$ cat src/rtl/vga_pattern_ctrl_pkg.sv
// -----------------------------------------------------------------------------
// vga_pattern_ctrl_pkg
//   Shared definitions for the VGA test-pattern controller.
//   Pattern mode encodings, sequencer FSM states, fixed colours, and the
//   mode-advance helper (0 -> 1 -> 2 -> 3 -> 4 -> 0).
// -----------------------------------------------------------------------------
package vga_pattern_ctrl_pkg;

   typedef enum logic [2:0] {
      MODE_SOLID   = 3'd0,
      MODE_VBARS   = 3'd1,
      MODE_HBARS   = 3'd2,
      MODE_CHECKER = 3'd3,
      MODE_BORDER  = 3'd4
   } mode_e;

   localparam mode_e MODE_LAST = MODE_BORDER;

   typedef enum logic {
      ST_MANUAL = 1'b0,
      ST_AUTO   = 1'b1
   } state_e;

   localparam logic [2:0] COLOR_WHITE = 3'b111;
   localparam logic [2:0] COLOR_BLACK = 3'b000;

   // Next pattern in the sequence, wrapping after MODE_LAST.
   function automatic mode_e next_mode(input mode_e m);
      mode_e n;
      case (m)
         MODE_SOLID:   n = MODE_VBARS;
         MODE_VBARS:   n = MODE_HBARS;
         MODE_HBARS:   n = MODE_CHECKER;
         MODE_CHECKER: n = MODE_BORDER;
         default:      n = MODE_SOLID;
      endcase
      return n;
   endfunction

endpackage

$ cat src/rtl/vga_pattern_ctrl_btn_step_sync.sv
// -----------------------------------------------------------------------------
// vga_pattern_ctrl_btn_step_sync
//   Step-button conditioner: two-flop synchroniser followed by a rising-edge
//   detector. Produces a registered one-clk pulse per press.
// Ports:
//   clk      in  system clock
//   rst_n    in  asynchronous active-low reset (pulse_o = 0 while asserted)
//   btn_i    in  raw asynchronous button, active-high
//   pulse_o  out one-clk pulse on each synchronised rising edge
// -----------------------------------------------------------------------------
module vga_pattern_ctrl_btn_step_sync (
   input  logic clk,
   input  logic rst_n,
   input  logic btn_i,
   output logic pulse_o
);

   logic sync1_q, sync2_q, prev_q, pulse_q;

   // NOTE: sequential state is written with non-blocking (<=) so every flop
   // samples the pre-edge value of its neighbours; blocking here would collapse
   // the synchroniser chain into a single stage.
   always_ff @(posedge clk or negedge rst_n) begin
      if (!rst_n) begin
         sync1_q <= 1'b0;
         sync2_q <= 1'b0;
         prev_q  <= 1'b0;
         pulse_q <= 1'b0;
      end else begin
         sync1_q <= btn_i;
         sync2_q <= sync1_q;
         prev_q  <= sync2_q;
         pulse_q <= sync2_q & ~prev_q;
      end
   end

   assign pulse_o = pulse_q;

endmodule

$ cat src/rtl/vga_pattern_ctrl.sv
// -----------------------------------------------------------------------------
// vga_pattern_ctrl
//   Test-pattern generator for the 3-bit VGA path. Consumes vga_sync timing
//   and drives a registered rgb value. Five patterns (SOLID, VBARS, HBARS,
//   CHECKER, BORDER) are stepped manually via btn_step or automatically every
//   DWELL_FRAMES frames. Pattern changes only happen at frame start.
//
// Optional build macro:
//   VGA_PATTERN_CROSSHAIR_EN  overlay a white 1-pixel crosshair at
//                             x == H_ACTIVE/2 or y == V_ACTIVE/2 (still gated
//                             by video_on). Undefined: no overlay logic.
//
// Ports:
//   clk         in   system clock (shared with vga_sync)
//   reset       in   asynchronous active-low reset
//   p_tick      in   pixel enable, one clk wide
//   video_on    in   visible-area flag
//   pixel_x     in   [9:0] current column
//   pixel_y     in   [9:0] current row
//   sw          in   [2:0] colour for SOLID mode
//   auto_en     in   level: 1 = auto-advance, 0 = manual stepping
//   btn_step    in   raw asynchronous step button, active-high
//   rgb         out  [2:0] registered pixel colour
//   mode        out  [2:0] active pattern index 0..4
//   frame_tick  out  one-clk pulse, coincident with any mode update
// -----------------------------------------------------------------------------
module vga_pattern_ctrl
   import vga_pattern_ctrl_pkg::*;
#(
   parameter int H_ACTIVE     = 640,
   parameter int V_ACTIVE     = 480,
   parameter int BAR_W        = 80,
   parameter int DWELL_FRAMES = 120
) (
   input  logic       clk,
   input  logic       reset,
   input  logic       p_tick,
   input  logic       video_on,
   input  logic [9:0] pixel_x,
   input  logic [9:0] pixel_y,
   input  logic [2:0] sw,
   input  logic       auto_en,
   input  logic       btn_step,
   output logic [2:0] rgb,
   output logic [2:0] mode,
   output logic       frame_tick
);

   localparam int DW = $clog2(DWELL_FRAMES + 1);
   localparam int CW = (BAR_W > 1) ? $clog2(BAR_W) : 1;

   localparam logic [DW-1:0] DWELL_LAST = DW'(DWELL_FRAMES - 1);
   localparam logic [CW-1:0] BAR_LAST   = CW'(BAR_W - 1);
   localparam logic [9:0]    X_LAST     = 10'(H_ACTIVE - 1);
   localparam logic [9:0]    Y_LAST     = 10'(V_ACTIVE - 1);

   // ------------------------------------------------------------------------
   // Step button conditioning
   // ------------------------------------------------------------------------
   logic step_pulse;

   vga_pattern_ctrl_btn_step_sync u_btn_sync (
      .clk     (clk),
      .rst_n   (reset),
      .btn_i   (btn_step),
      .pulse_o (step_pulse)
   );

   // ------------------------------------------------------------------------
   // Sequencer state
   // ------------------------------------------------------------------------
   state_e        state_q, state_d;
   mode_e         mode_q, mode_d;
   logic [DW-1:0] dwell_q, dwell_d;
   logic          step_pend_q, step_pend_d;
   logic          frame_tick_q;
   logic          frame_start;

   assign frame_start = p_tick && (pixel_x == 10'd0) && (pixel_y == 10'd0);

   // NOTE: every variable driven here gets a default first so no path leaves
   // it unassigned; a missing default infers a latch.
   always_comb begin
      state_d     = state_q;
      mode_d      = mode_q;
      dwell_d     = dwell_q;
      // A press is sticky; further presses before it is applied change nothing.
      step_pend_d = step_pend_q | step_pulse;

      case (state_q)
         ST_MANUAL: begin
            if (frame_start && step_pend_q) begin
               mode_d      = next_mode(mode_q);
               step_pend_d = step_pulse;
            end
            if (auto_en) begin
               state_d = ST_AUTO;
               dwell_d = '0;
            end
         end

         ST_AUTO: begin
            if (!auto_en) begin
               // Leaving auto: hold the current pattern, restart dwell later.
               state_d = ST_MANUAL;
               dwell_d = '0;
            end else if (frame_start) begin
               // A pending step wins over dwell expiry; both together still
               // give a single advance.
               if (step_pend_q) begin
                  mode_d      = next_mode(mode_q);
                  step_pend_d = step_pulse;
                  dwell_d     = '0;
               end else if (dwell_q == DWELL_LAST) begin
                  mode_d  = next_mode(mode_q);
                  dwell_d = '0;
               end else begin
                  dwell_d = dwell_q + DW'(1);
               end
            end
         end

         default: state_d = ST_MANUAL;
      endcase
   end

   always_ff @(posedge clk or negedge reset) begin
      if (!reset) begin
         state_q      <= ST_MANUAL;
         mode_q       <= MODE_SOLID;
         dwell_q      <= '0;
         step_pend_q  <= 1'b0;
         frame_tick_q <= 1'b0;
      end else begin
         state_q      <= state_d;
         mode_q       <= mode_d;
         dwell_q      <= dwell_d;
         step_pend_q  <= step_pend_d;
         frame_tick_q <= frame_start;
      end
   end

   // ------------------------------------------------------------------------
   // Vertical bar index: tracks pixel_x in BAR_W-wide steps, one step per
   // p_tick, restarting at column 0 and saturating at the last colour.
   // ------------------------------------------------------------------------
   logic [CW-1:0] bar_cnt_q, bar_cnt_d;
   logic [2:0]    bar_idx_q, bar_idx_d;

   always_comb begin
      bar_cnt_d = bar_cnt_q + CW'(1);
      bar_idx_d = bar_idx_q;
      if (pixel_x == 10'd0) begin
         bar_cnt_d = '0;
         bar_idx_d = 3'd0;
      end else if (bar_cnt_q == BAR_LAST) begin
         bar_cnt_d = '0;
         bar_idx_d = (bar_idx_q == 3'd7) ? 3'd7 : bar_idx_q + 3'd1;
      end
   end

   always_ff @(posedge clk or negedge reset) begin
      if (!reset) begin
         bar_cnt_q <= '0;
         bar_idx_q <= 3'd0;
      end else if (p_tick) begin
         bar_cnt_q <= bar_cnt_d;
         bar_idx_q <= bar_idx_d;
      end
   end

   // ------------------------------------------------------------------------
   // Pattern mux. Uses mode_d so the first pixel of a frame already shows the
   // pattern selected at that frame start; mode_d only differs from mode_q on
   // a frame-start cycle.
   // ------------------------------------------------------------------------
   logic [2:0] pattern;
   logic [2:0] rgb_d;
   logic [2:0] rgb_q;
   logic       on_border;

   assign on_border = (pixel_x == 10'd0) || (pixel_x == X_LAST) ||
                      (pixel_y == 10'd0) || (pixel_y == Y_LAST);

   always_comb begin
      pattern = COLOR_BLACK;
      case (mode_d)
         MODE_SOLID:   pattern = sw;
         MODE_VBARS:   pattern = bar_idx_d;
         MODE_HBARS:   pattern = pixel_y[8:6];
         MODE_CHECKER: pattern = (pixel_x[5] ^ pixel_y[5]) ? COLOR_WHITE : COLOR_BLACK;
         MODE_BORDER:  pattern = on_border ? COLOR_WHITE : COLOR_BLACK;
         default:      pattern = COLOR_BLACK;
      endcase
`ifdef VGA_PATTERN_CROSSHAIR_EN
      if ((pixel_x == 10'(H_ACTIVE / 2)) || (pixel_y == 10'(V_ACTIVE / 2)))
         pattern = COLOR_WHITE;
`endif
      rgb_d = video_on ? pattern : COLOR_BLACK;
   end

   always_ff @(posedge clk or negedge reset) begin
      if (!reset)
         rgb_q <= COLOR_BLACK;
      else if (p_tick)
         rgb_q <= rgb_d;
   end

   assign rgb        = rgb_q;
   assign mode       = mode_q;
   assign frame_tick = frame_tick_q;

endmodule
$ cat config.mk
export PLATFORM = sky130hd
export DESIGN_NAME = vga_pattern_ctrl
export DESIGN_NICKNAME = d
export VERILOG_FILES = /design/src/rtl/vga_pattern_ctrl_pkg.sv /design/src/rtl/vga_pattern_ctrl_btn_step_sync.sv /design/src/rtl/vga_pattern_ctrl.sv
export SDC_FILE = /design/constraint.sdc
export NUM_CORES = 1
export LEC_CHECK = 0
export BUFFER_PORTS_ARGS = -buffer_cell sky130_fd_sc_hd__clkbuf_2
export CAP_MARGIN = 5
export CORE_MARGIN = 1.5
export CORE_UTILIZATION = 54
export DETAILED_ROUTE_END_ITERATION = 8
export PLACE_DENSITY = 0.91
export SYNTH_ARGS = -nofsm -noshare
export SYNTH_HDL_FRONTEND = slang
export SYNTH_SLANG_ARGS = --single-unit
$ cat constraint.sdc
create_clock -name clk -period 2.6 [get_ports clk]
set_input_delay 0.13 -clock clk [delete_from_list [all_inputs] [get_ports clk]]
set_output_delay 0.13 -clock clk [all_outputs]
set_load 0.005 [all_outputs]
==> impl_metrics.env, run 1 <==
export IMPL_preCtsSetupSlack_ps=451
export IMPL_tns_ps=0
export IMPL_cts_tree="yes"
export IMPL_synth_edff_count=0
export IMPL_period_share_pct=84.2
export IMPL_first_pass_iters=4
export IMPL_avgSynthCellArea_sq_um=9.72
export IMPL_die_h_microns=60.1
export IMPL_dieArea_sq_um=3610
export IMPL_die_x_microns=60.1
export IMPL_antenna_found_initial=0
export IMPL_skew_ps=2.22
export IMPL_critPathArrivalTime_ps=2390
export IMPL_initial_utilization_pct=57.2
export IMPL_regArea_sq_um=751
export IMPL_max_vdd_ir_drop_mv=0.454
export IMPL_ctsRootBufferMaster="clkbuf_4"
export IMPL_grt_ovfl_total=0
export IMPL_gr_usage_met3_pct=7.36
export IMPL_via_count=1547
export IMPL_max_cap_violations=0
export IMPL_synthArstFlopShare_pct=100
export IMPL_wire_per_inst_microns=14.4
export IMPL_critPathLaunchType="register"
export IMPL_finalSetupViolations=0
export IMPL_nNetsFinal=253
export IMPL_fin_crit_ps=2190
export IMPL_gr_usage_met1_pct=30.4
export IMPL_setup_ws_ps=411
export IMPL_track_usage_pct=24.7
export IMPL_fill_cells=246
export IMPL_n_antenna_cell=0
export IMPL_finalHoldViolCount=0
export IMPL_ios=36
export IMPL_area_growth_pct=17.3
export IMPL_critPathMaxFanout=6
export IMPL_drt_iter0_markers=76
export IMPL_numCtsBuffers=5
export IMPL_cts_sinks=30
export IMPL_dpl_hpwl_mm=2.90
export IMPL_yosysMostFrequentCell="dfrtp_1"
export IMPL_post_synth_inst_count=181
export IMPL_drc=0
export IMPL_drt_vias_per_instance=5.82
export IMPL_grt_pass1_wl_mm=6.58
export IMPL_ys_seq_area_share_pct=42.7
export IMPL_netlist_area_sq_um=1760
export IMPL_multi_input_area_sq_um=958
export IMPL_slew_headroom_pct=50.8
export IMPL_critPathKind="register to register"
export IMPL_clk_pin_slew_ps=100
export IMPL_ys_flop_type="dfrtp_1"
export IMPL_grt_pass1_vias=1518
export IMPL_synth_top_area_share_pct=42.7
export IMPL_yosysWarnings=0
export IMPL_cts_buffer_depth=2
export IMPL_clk_latency_ps=330
export IMPL_rows=20
export IMPL_port_buffers=35
export IMPL_p_per_area_nw_per_um2=527
export IMPL_cp_required_ps=2800
export IMPL_max_freq_ghz=0.457
export IMPL_rsz0062_at_grt="false"
export IMPL_gp_congestion=0.959
export IMPL_fin_hold_ws_ps=84.3
export IMPL_yosysTopAreaCell="dfrtp_1"
export IMPL_drt_wl_total_mm=3.83
export IMPL_synthDistinctLibCells=55
export IMPL_worst_pin_slew_ps=738
export IMPL_met2_usage_pct=40.5
export IMPL_coreArea_sq_um=3080
export IMPL_drive_gt1_share_pct=27.5
export IMPL_leakagePower_uw=0.000903
export IMPL_drv_slew=0
export IMPL_final_antenna_net_count=0
export IMPL_synth_area_leaders="dfrtp_1, nand2_1, nor2_1"
export IMPL_synth_common_cells="dfrtp_1, nand2_1, nor2_1, o21ai_1"
export IMPL_cts_max_level=2
export IMPL_synth_nets=213
export IMPL_hp_class="input pin to register"
export IMPL_status="completed"
export IMPL_synth_seq_cells=30
export IMPL_grt_busiest_layer="met2"
export IMPL_fin_util_pct=67.0
export IMPL_grt_max_degree=31
export IMPL_end_kind="register"
sequential cells by signal, summed over array words and instances, names as in the netlist:
signal and count:
u_btn_sync.sync2_q 1, dwell_q 7, step_pend_q 1, u_btn_sync.sync1_q 1, u_btn_sync.pulse_o 1, frame_tick 1, u_btn_sync.prev_q 1, bar_cnt_q 7
state_q 1, mode 3, bar_idx_q 3, rgb 3
area by class of cell:
type	count	area share (%)
Timing Repair Buffer	39	10.3
Clock inverter	2	0.606
Sequential cell	30	36.4
Tap cell	44	2.67
Inverter	6	1.09
Multi-Input combinational cell	139	46.5
Clock buffer	6	2.49
worst paths after layout:
| check | startpoint | end | cells past startpoint | slack [ps] |
|---|---|---|---|---|
| setup / recovery | dwell_q[3]$_DFFE_PN0P_ | rgb[2]$_DFFE_PN0P_ | 6 | 410 |
| hold / removal | pixel_y[7] | rgb[1]$_DFFE_PN0P_ | 3 | 80 |
| setup reg to reg | dwell_q[3]$_DFFE_PN0P_ | rgb[2]$_DFFE_PN0P_ | 6 | 410 |
| hold reg to reg | u_btn_sync.sync1_q$_DFF_PN0_ | u_btn_sync.sync2_q$_DFF_PN0_ | 0 | 360 |
| max in group asynchronous | reset | u_btn_sync.sync2_q$_DFF_PN0_ | 2 | 1750 |
| min in group asynchronous | reset | dwell_q[1]$_DFFE_PN0P_ | 2 | 390 |
layer usage:
layer / part of all wire, % / vias to the layer above
met3: 5.3 / 7
met5: 0 / -
met1: 42 / 730
met2: 51 / 44
li1: - / 766
met4: 1.6 / 0
per-stage QoR:
stage                     total power [uW]  area [sq um]  cells
after floorplan                        715          1760    181
after global placement                 778          1970    255
after detailed placement               792          1970    255
after CTS                             1100          2060    266
after global routing                  1160          2060    266
final                                 1090          2060    266
where the power goes:
| part | internal [uW] | switching (uW) |
|---|---|---|
| Sequential | 527 | 60.5 |
| Combinational | 99.5 | 102 |
| Clock | 130 | 168 |
| Total | 756 | 330 |
cell families (layout without fill, tap and decap cells):
logic type | after synthesis | in the layout | synth area share, %
fa+ha+maj | 3 | 3 | 2.13
buf+inv | 12 | 53 | 2.84
xor+xnor | 6 | 6 | 2.99
simple gates | 80 | 80 | 26.5
flops | 30 | 30 | 42.7
compound gates | 47 | 47 | 21.1
mux | 3 | 3 | 1.78
worst max-delay path, cell delays in order, from the launching register on:
cell,delay (ps)
dfrtp_1,430
and4b_1,330
a41oi_2,270
nor4_1,490
a21oi_1,140
o2111ai_2,240
o2111ai_1,160
cell usage in the layout, fill, tap and decap left out, types with 6 or more instances in the layout:
| cell type | instances |
|---|---|
| a21oi_1 | 8 |
| o21ai_1 | 9 |
| nand2_1 | 19 |
| nor2_1 | 18 |
| nand4_1 | 8 |
| dfrtp_1 | 30 |
| nand3_1 | 6 |
| clkbuf_2 | 35 |
what timing repair did:
| item | CTS | global route |
|---|---|---|
| setup buffers | 0 | 0 |
| hold endpoints to repair | 32 | 0 |
| resized for setup | 0 | 0 |
| setup endpoints to repair | 0 | 0 |
| hold buffers | 3 | 0 |
(Power assumes the default switching activity.)
==> run 2, diff against run 1 <==
==> constraint.sdc (replaced) <==
create_clock -name clk -period 2.05 [get_ports clk]
set_input_delay 0.1025 -clock clk [delete_from_list [all_inputs] [get_ports clk]]
set_output_delay 0.1025 -clock clk [all_outputs]
set_load 0.005 [all_outputs]
==> run 2 against run 1 <==
  * Clock power up 29%
  * Flip-flop and latch count unchanged
  * Worst setup slack worse by 290 ps
  * Global-route usage up 1.6 points
  * Final cell count up 4.5%
  * Clock-buffer cell count unchanged
  * Worst hold slack worse by 41 ps
  * Via count up 7.8%
  * Sequential power up 27%
  * Final area up 6.0%
  * Largest cell class unchanged
==> impl_metrics.env, run 2 (synthesis gave the netlist of run 1 again) <==
export IMPL_drive_gt1_share_pct=32.5
export IMPL_final_cell_area_sq_um=2190
export IMPL_drt_wl_total_mm=4.20
export IMPL_p_per_area_nw_per_um2=635
export IMPL_n_antenna_cell=0
export IMPL_cts_tree="yes"
export IMPL_end_kind="register"
export IMPL_ios=36
export IMPL_max_vdd_ir_drop_mv=0.575
export IMPL_critPathArrivalTime_ps=2180
export IMPL_top_regs="bar_cnt_q (7), dwell_q (7)"
export IMPL_cts_sinks=30
export IMPL_leakagePower_uw=0.000969
export IMPL_period_share_pct=94.1
export IMPL_clk_latency_ps=330
export IMPL_grt_pass1_wl_mm=6.87
export IMPL_drc=0
export IMPL_fin_util_pct=71.1
export IMPL_mostFrequentLayoutCells="clkbuf_2, dfrtp_1, nand2_1, nor2_1, buf_4"
export IMPL_drt_vias_per_instance=6.00
export IMPL_fin_crit_ps=1930
export IMPL_drv_slew=0
export IMPL_dpl_hpwl_mm=3.01
export IMPL_ctsRootBufferMaster="clkbuf_4"
export IMPL_numCtsBuffers=5
export IMPL_final_antenna_net_count=0
export IMPL_finalSetupViolations=0
export IMPL_tns_ps=0
export IMPL_initial_utilization_pct=57.2
export IMPL_critPathKind="register to register"
export IMPL_die_x_microns=60.1
export IMPL_port_buffers=35
export IMPL_drt_iter0_markers=82
export IMPL_crit_path_cell_trace="inv_1 -> o21ai_0 -> o41ai_4 -> or3_1 -> o2bb2ai_2 -> o211ai_1"
export IMPL_slew_headroom_pct=50.9
export IMPL_skew_ps=4.52
export IMPL_final_common_cell="clkbuf_2"
export IMPL_critical_path_slowest_cell="o21ai_0"
export IMPL_hp_class="input pin to register"
export IMPL_max_stage_delay_ps=510
export IMPL_grt_pass1_vias=1577
export IMPL_grt_max_degree=31
export IMPL_reg2reg_slack_ps=120
export IMPL_worst_pin_slew_ps=737
export IMPL_status="completed"
export IMPL_coreArea_sq_um=3080
export IMPL_first_pass_iters=5
export IMPL_via_count=1667
export IMPL_antenna_found_initial=0
export IMPL_gp_congestion=0.894
export IMPL_nNetsFinal=265
export IMPL_dieArea_sq_um=3610
export IMPL_cp_required_ps=2300
export IMPL_rows=20
export IMPL_grt_ovfl_total=0
export IMPL_cp_top_family="compound AO/OA/AOI/OAI gates"
export IMPL_placedInstanceArea_sq_um=2050
export IMPL_max_freq_ghz=0.519
export IMPL_cts_max_level=2
export IMPL_critPathLaunchType="register"
export IMPL_path_buf_inv=1
export IMPL_wire_per_inst_microns=15.1
export IMPL_max_cap_violations=0
export IMPL_finalHoldViolCount=0
export IMPL_track_usage_pct=26.3
export IMPL_die_h_microns=60.1
export IMPL_clk_pin_slew_ps=100
export IMPL_area_growth_pct=24.3
export IMPL_cts_buffer_depth=2
export IMPL_critPathMaxFanout=5
run 2: changes by cell type in the layout (fill, tap and decap cells not counted), sizes merged:
cell  delta
buf     +12
run 2: what timing repair did:
item                                   4_1_cts  5_1_grt
hold buffers                                 3        0
setup endpoints to repair                    0        3
endpoints found under the hold margin       32        0
buffers inserted                             0        1
resized for setup                            0        5
run 2: report_power, final:
group | total, uW | internal [uW] | switching [uW]
clock network | 385 | 165 | 220
logic | 257 | 127 | 130
registers | 748 | 668 | 79.3
run 2: path summary, 6_finish.rpt:
path | to | from | cells after the start
worst max-delay path | rgb[1]$_DFFE_PN0P_ | state_q$_DFF_PN0_ | 6
worst min-delay path | rgb[2]$_DFFE_PN0P_ | pixel_y[8] | 3
worst max register to register | rgb[1]$_DFFE_PN0P_ | state_q$_DFF_PN0_ | 6
worst min register to register | u_btn_sync.sync2_q$_DFF_PN0_ | u_btn_sync.sync1_q$_DFF_PN0_ | 0
max in group asynchronous | u_btn_sync.pulse_o$_DFF_PN0_ | reset | 2
min in group asynchronous | dwell_q[0]$_DFFE_PN0P_ | reset | 2
run 2: per-layer routing:
metal | up-vias | track usage [%] | share of wire [%]
met5 | - | 0 | 0
met4 | 0 | 11.4 | 3.0
met3 | 15 | 6.06 | 5.8
met2 | 58 | 43.9 | 50
met1 | 807 | 32.5 | 41
li1 | 787 | - | -
run 2: metrics by stage:
step           cells  hold WS, ps  worst slack [ps]  power, uW
2_1_floorplan    181         -193               174        907
3_3_place_gp     266          190               135        991
3_5_place_dp     266          199              65.6       1010
4_1_cts          277         34.0              60.3       1400
5_1_grt          278         54.6             -10.7       1490
6_report         278         42.8               122       1390
run 2: area by class of cell:
type                    instances  area (sq um)
flip-flops and latches         30           751
repair buffers                 51           303
inverters                       6          22.5
well taps                      44          55.1
fillers                       238           891
clock inverters                 2          12.5
clock buffers                   6          51.3
multi-input cells             139           992
run 2: tightest hold or removal path: stages:
cell,delay [ps]
clkbuf_2,100
nand2_1,50
o2111ai_1,90
==> run 3, diff against run 2 <==
--- a/config.mk
+++ b/config.mk
@@ -5,12 +5,13 @@
 export SDC_FILE = /design/constraint.sdc
 export NUM_CORES = 1
 export LEC_CHECK = 0
+export ABC_AREA = 1
 export BUFFER_PORTS_ARGS = -buffer_cell sky130_fd_sc_hd__clkbuf_2
 export CAP_MARGIN = 5
 export CORE_MARGIN = 1.5
-export CORE_UTILIZATION = 54
+export CORE_UTILIZATION = 55
 export DETAILED_ROUTE_END_ITERATION = 8
-export PLACE_DENSITY = 0.91
+export PLACE_DENSITY = 0.92
 export SYNTH_ARGS = -nofsm -noshare
 export SYNTH_HDL_FRONTEND = slang
 export SYNTH_SLANG_ARGS = --single-unit
==> run 3 against run 2 <==
  * Clock-buffer cell count down 1
  * Combinational power up 2%
  * Routed wire length down 11%
  * First-iteration DRC count up 46%
  * Critical endpoint unchanged
  * Area after synthesis up 3.4%
  * Register-to-register slack better by 30 ps
  * Clock skew up 1.8 ps
  * Clock power down 16%
  * Fmax up 1.6%
  * Non-clock buffer count down 10
  * Utilization down 1.6 points
==> impl_metrics.env, run 3 <==
export IMPL_status="completed"
export IMPL_numCtsBuffers=5
export IMPL_antenna_found_initial=0
export IMPL_die_x_microns=60.5
export IMPL_netlist_area_sq_um=1820
export IMPL_first_pass_iters=4
export IMPL_drv_slew=0
export IMPL_initial_utilization_pct=58.6
export IMPL_ios=36
export IMPL_track_usage_pct=23.2
export IMPL_synth_edff_count=0
export IMPL_critPathLaunchType="register"
export IMPL_n_antenna_cell=0
export IMPL_end_kind="register"
export IMPL_port_buffers=35
export IMPL_critPathKind="register to register"
export IMPL_fill_cells=272
export IMPL_final_antenna_net_count=0
export IMPL_dieArea_sq_um=3660
export IMPL_rows=20
export IMPL_grt_ovfl_total=0
export IMPL_yosysMostFrequentCell="nand2_1"
export IMPL_final_common_cell="nand2_1"
export IMPL_reg2regPathDepth=13
export IMPL_drt_vias_per_instance=5.21
export IMPL_grt_max_degree=31
export IMPL_reg2reg_slack_ps=150
export IMPL_fin_util_pct=69.4
export IMPL_mostFrequentLayoutCells="nand2_1, clkbuf_2, dfrtp_1, nor2_1, inv_1"
export IMPL_nNetsFinal=312
export IMPL_critPathArrivalTime_ps=2120
export IMPL_ys_seq_area_share_pct=41.3
export IMPL_wire_per_inst_microns=11.5
export IMPL_cp_required_ps=2270
export IMPL_dpl_hpwl_mm=2.90
export IMPL_gp_congestion=0.870
export IMPL_drt_iter0_markers=120
export IMPL_drive_gt1_share_pct=27.9
export IMPL_coreArea_sq_um=3100
export IMPL_period_share_pct=92.6
export IMPL_cts_buffer_depth=2
export IMPL_yosysWarnings=0
export IMPL_max_vdd_ir_drop_mv=0.619
export IMPL_finalSetupViolations=0
export IMPL_yosysTopAreaCell="dfrtp_1"
export IMPL_avgSynthCellArea_sq_um=7.74
export IMPL_critPathMaxFanout=8
export IMPL_r2r_end="rgb[1]$_DFFE_PN0P_"
export IMPL_ys_flop_type="dfrtp_1"
export IMPL_worst_pin_slew_ps=710
export IMPL_area_growth_pct=18.4
export IMPL_skew_ps=6.32
export IMPL_dp_cells=313
export IMPL_synth_seq_cells=30
export IMPL_fin_cells=324
export IMPL_max_freq_ghz=0.527
export IMPL_crit_end="rgb[1]$_DFFE_PN0P_"
export IMPL_clk_pin_slew_ps=90
export IMPL_synth_nets=267
export IMPL_via_count=1688
export IMPL_leakagePower_uw=0.00106
export IMPL_synth_common_cells="nand2_1, dfrtp_1, nor2_1, nand3_1, inv_1"
export IMPL_cts_sinks=30
export IMPL_clk_latency_ps=330
export IMPL_reg2reg_from="dwell_q[0]$_DFFE_PN0P_"
export IMPL_p_per_area_nw_per_um2=613
export IMPL_rsz0062_at_grt="true"
export IMPL_grt_pass1_vias=1485
export IMPL_hp_class="input pin to register"
export IMPL_synthDistinctLibCells=33
export IMPL_grt_pass1_wl_mm=6.23
export IMPL_synth_top_area_share_pct=41.3
export IMPL_tns_ps=0
export IMPL_post_synth_inst_count=235
export IMPL_drt_wl_total_mm=3.74
export IMPL_die_h_microns=60.5
export IMPL_finalHoldViolCount=0
export IMPL_synth_area_leaders="dfrtp_1, nand2_1, nand3_1"
export IMPL_ctsRootBufferMaster="clkbuf_4"
export IMPL_slew_headroom_pct=52.6
export IMPL_top_regs="bar_cnt_q (7), dwell_q (7)"
export IMPL_cts_tree="yes"
export IMPL_cts_max_level=2
export IMPL_fin_crit_ps=1900
export IMPL_drc=0
export IMPL_max_cap_violations=0
export IMPL_crit_start="dwell_q[0]$_DFFE_PN0P_"
export IMPL_synthArstFlopShare_pct=100
==> run 3: routing by layer <==
layer  global-route usage, %  part of all wire, %
met1                    30.0                   45
met2                    38.0                   50
met3                    7.04                  4.3
met4                    6.52                  1.0
met5                       0                    0
==> run 3: power by group <==
group	internal [uW]	switching, uW	total [uW]
Sequential	668	68.5	736
Combinational	121	140	261
Clock	123	201	324
==> run 3: stage by stage <==
| step | cell area (sq um) | setup slack, ps | hold slack [ps] | total power (uW) |
|---|---|---|---|---|
| 6_report | 2150 | 152 | 86.5 | 1320 |
| 3_3_place_gp | 2050 | 164 | 190 | 989 |
| 5_1_grt | 2150 | 2.92 | 100 | 1420 |
| 4_1_cts | 2120 | 72.5 | 68.4 | 1330 |
| 2_1_floorplan | 1820 | 290 | -193 | 905 |
| 3_5_place_dp | 2050 | 82.8 | 186 | 1000 |
==> run 3: worst min-delay path by stage <==
stage | start | endpoint | slack [ps] | depth (start not counted)
after detailed placement | reset | dwell_q[5]$_DFFE_PN0P_ | 190 | 1
after CTS | p_tick | bar_idx_q[0]$_DFFE_PN0P_ | 70 | 3
after global routing | p_tick | bar_idx_q[1]$_DFFE_PN0P_ | 100 | 2
after floorplan | reset | bar_cnt_q[0]$_DFFE_PN0P_ | -190 | 0
after global placement | reset | dwell_q[4]$_DFFE_PN0P_ | 190 | 1
final | p_tick | bar_idx_q[0]$_DFFE_PN0P_ | 90 | 3
==> run 3: layout make-up <==
class                   instances  area (sq um)  share of cell area, %
clock inverters                 2          10.0                  0.465
well taps                      44          55.1                   2.56
clock buffers                   5          37.5                   1.74
flip-flops and latches         30           751                   34.8
multi-input cells             174           966                   44.8
repair buffers                 41           228                   10.6
inverters                      28           108                   4.99
==> run 3: critical path, cell delays in order, from the launching register on <==
cell     delay (ps)
dfrtp_1         400
ha_2            230
nand3_2          80
nor2_2          100
o21a_2          180
nand3_2         100
nand2_2          70
nand2_2          60
nand2_4         130
nor2_4           60
nand2_2          70
nand3_1          80
o21ai_1         150
nand2_1          70
==> run 3: kinds of logic (layout without fill, tap and decap cells) <==
logic type | after synthesis | count (layout) | share of synthesized area [%]
AOI/OAI and AO/OA | 29 | 29 | 8.94
and+or+nand+nor | 138 | 138 | 38.9
xor gates and xnor gates | 4 | 4 | 1.93
buffers and inverters | 31 | 76 | 6.95
adders and majority gates | 3 | 3 | 2.06
DFF | 30 | 30 | 41.3
==> run 3: timing repair <==
action / CTS / global route
endpoints found under the setup margin: 0 / 3
hold endpoints to repair: 32 / 0
gates resized for setup: 0 / 7
setup buffers: 0 / 1
hold buffers: 3 / 0
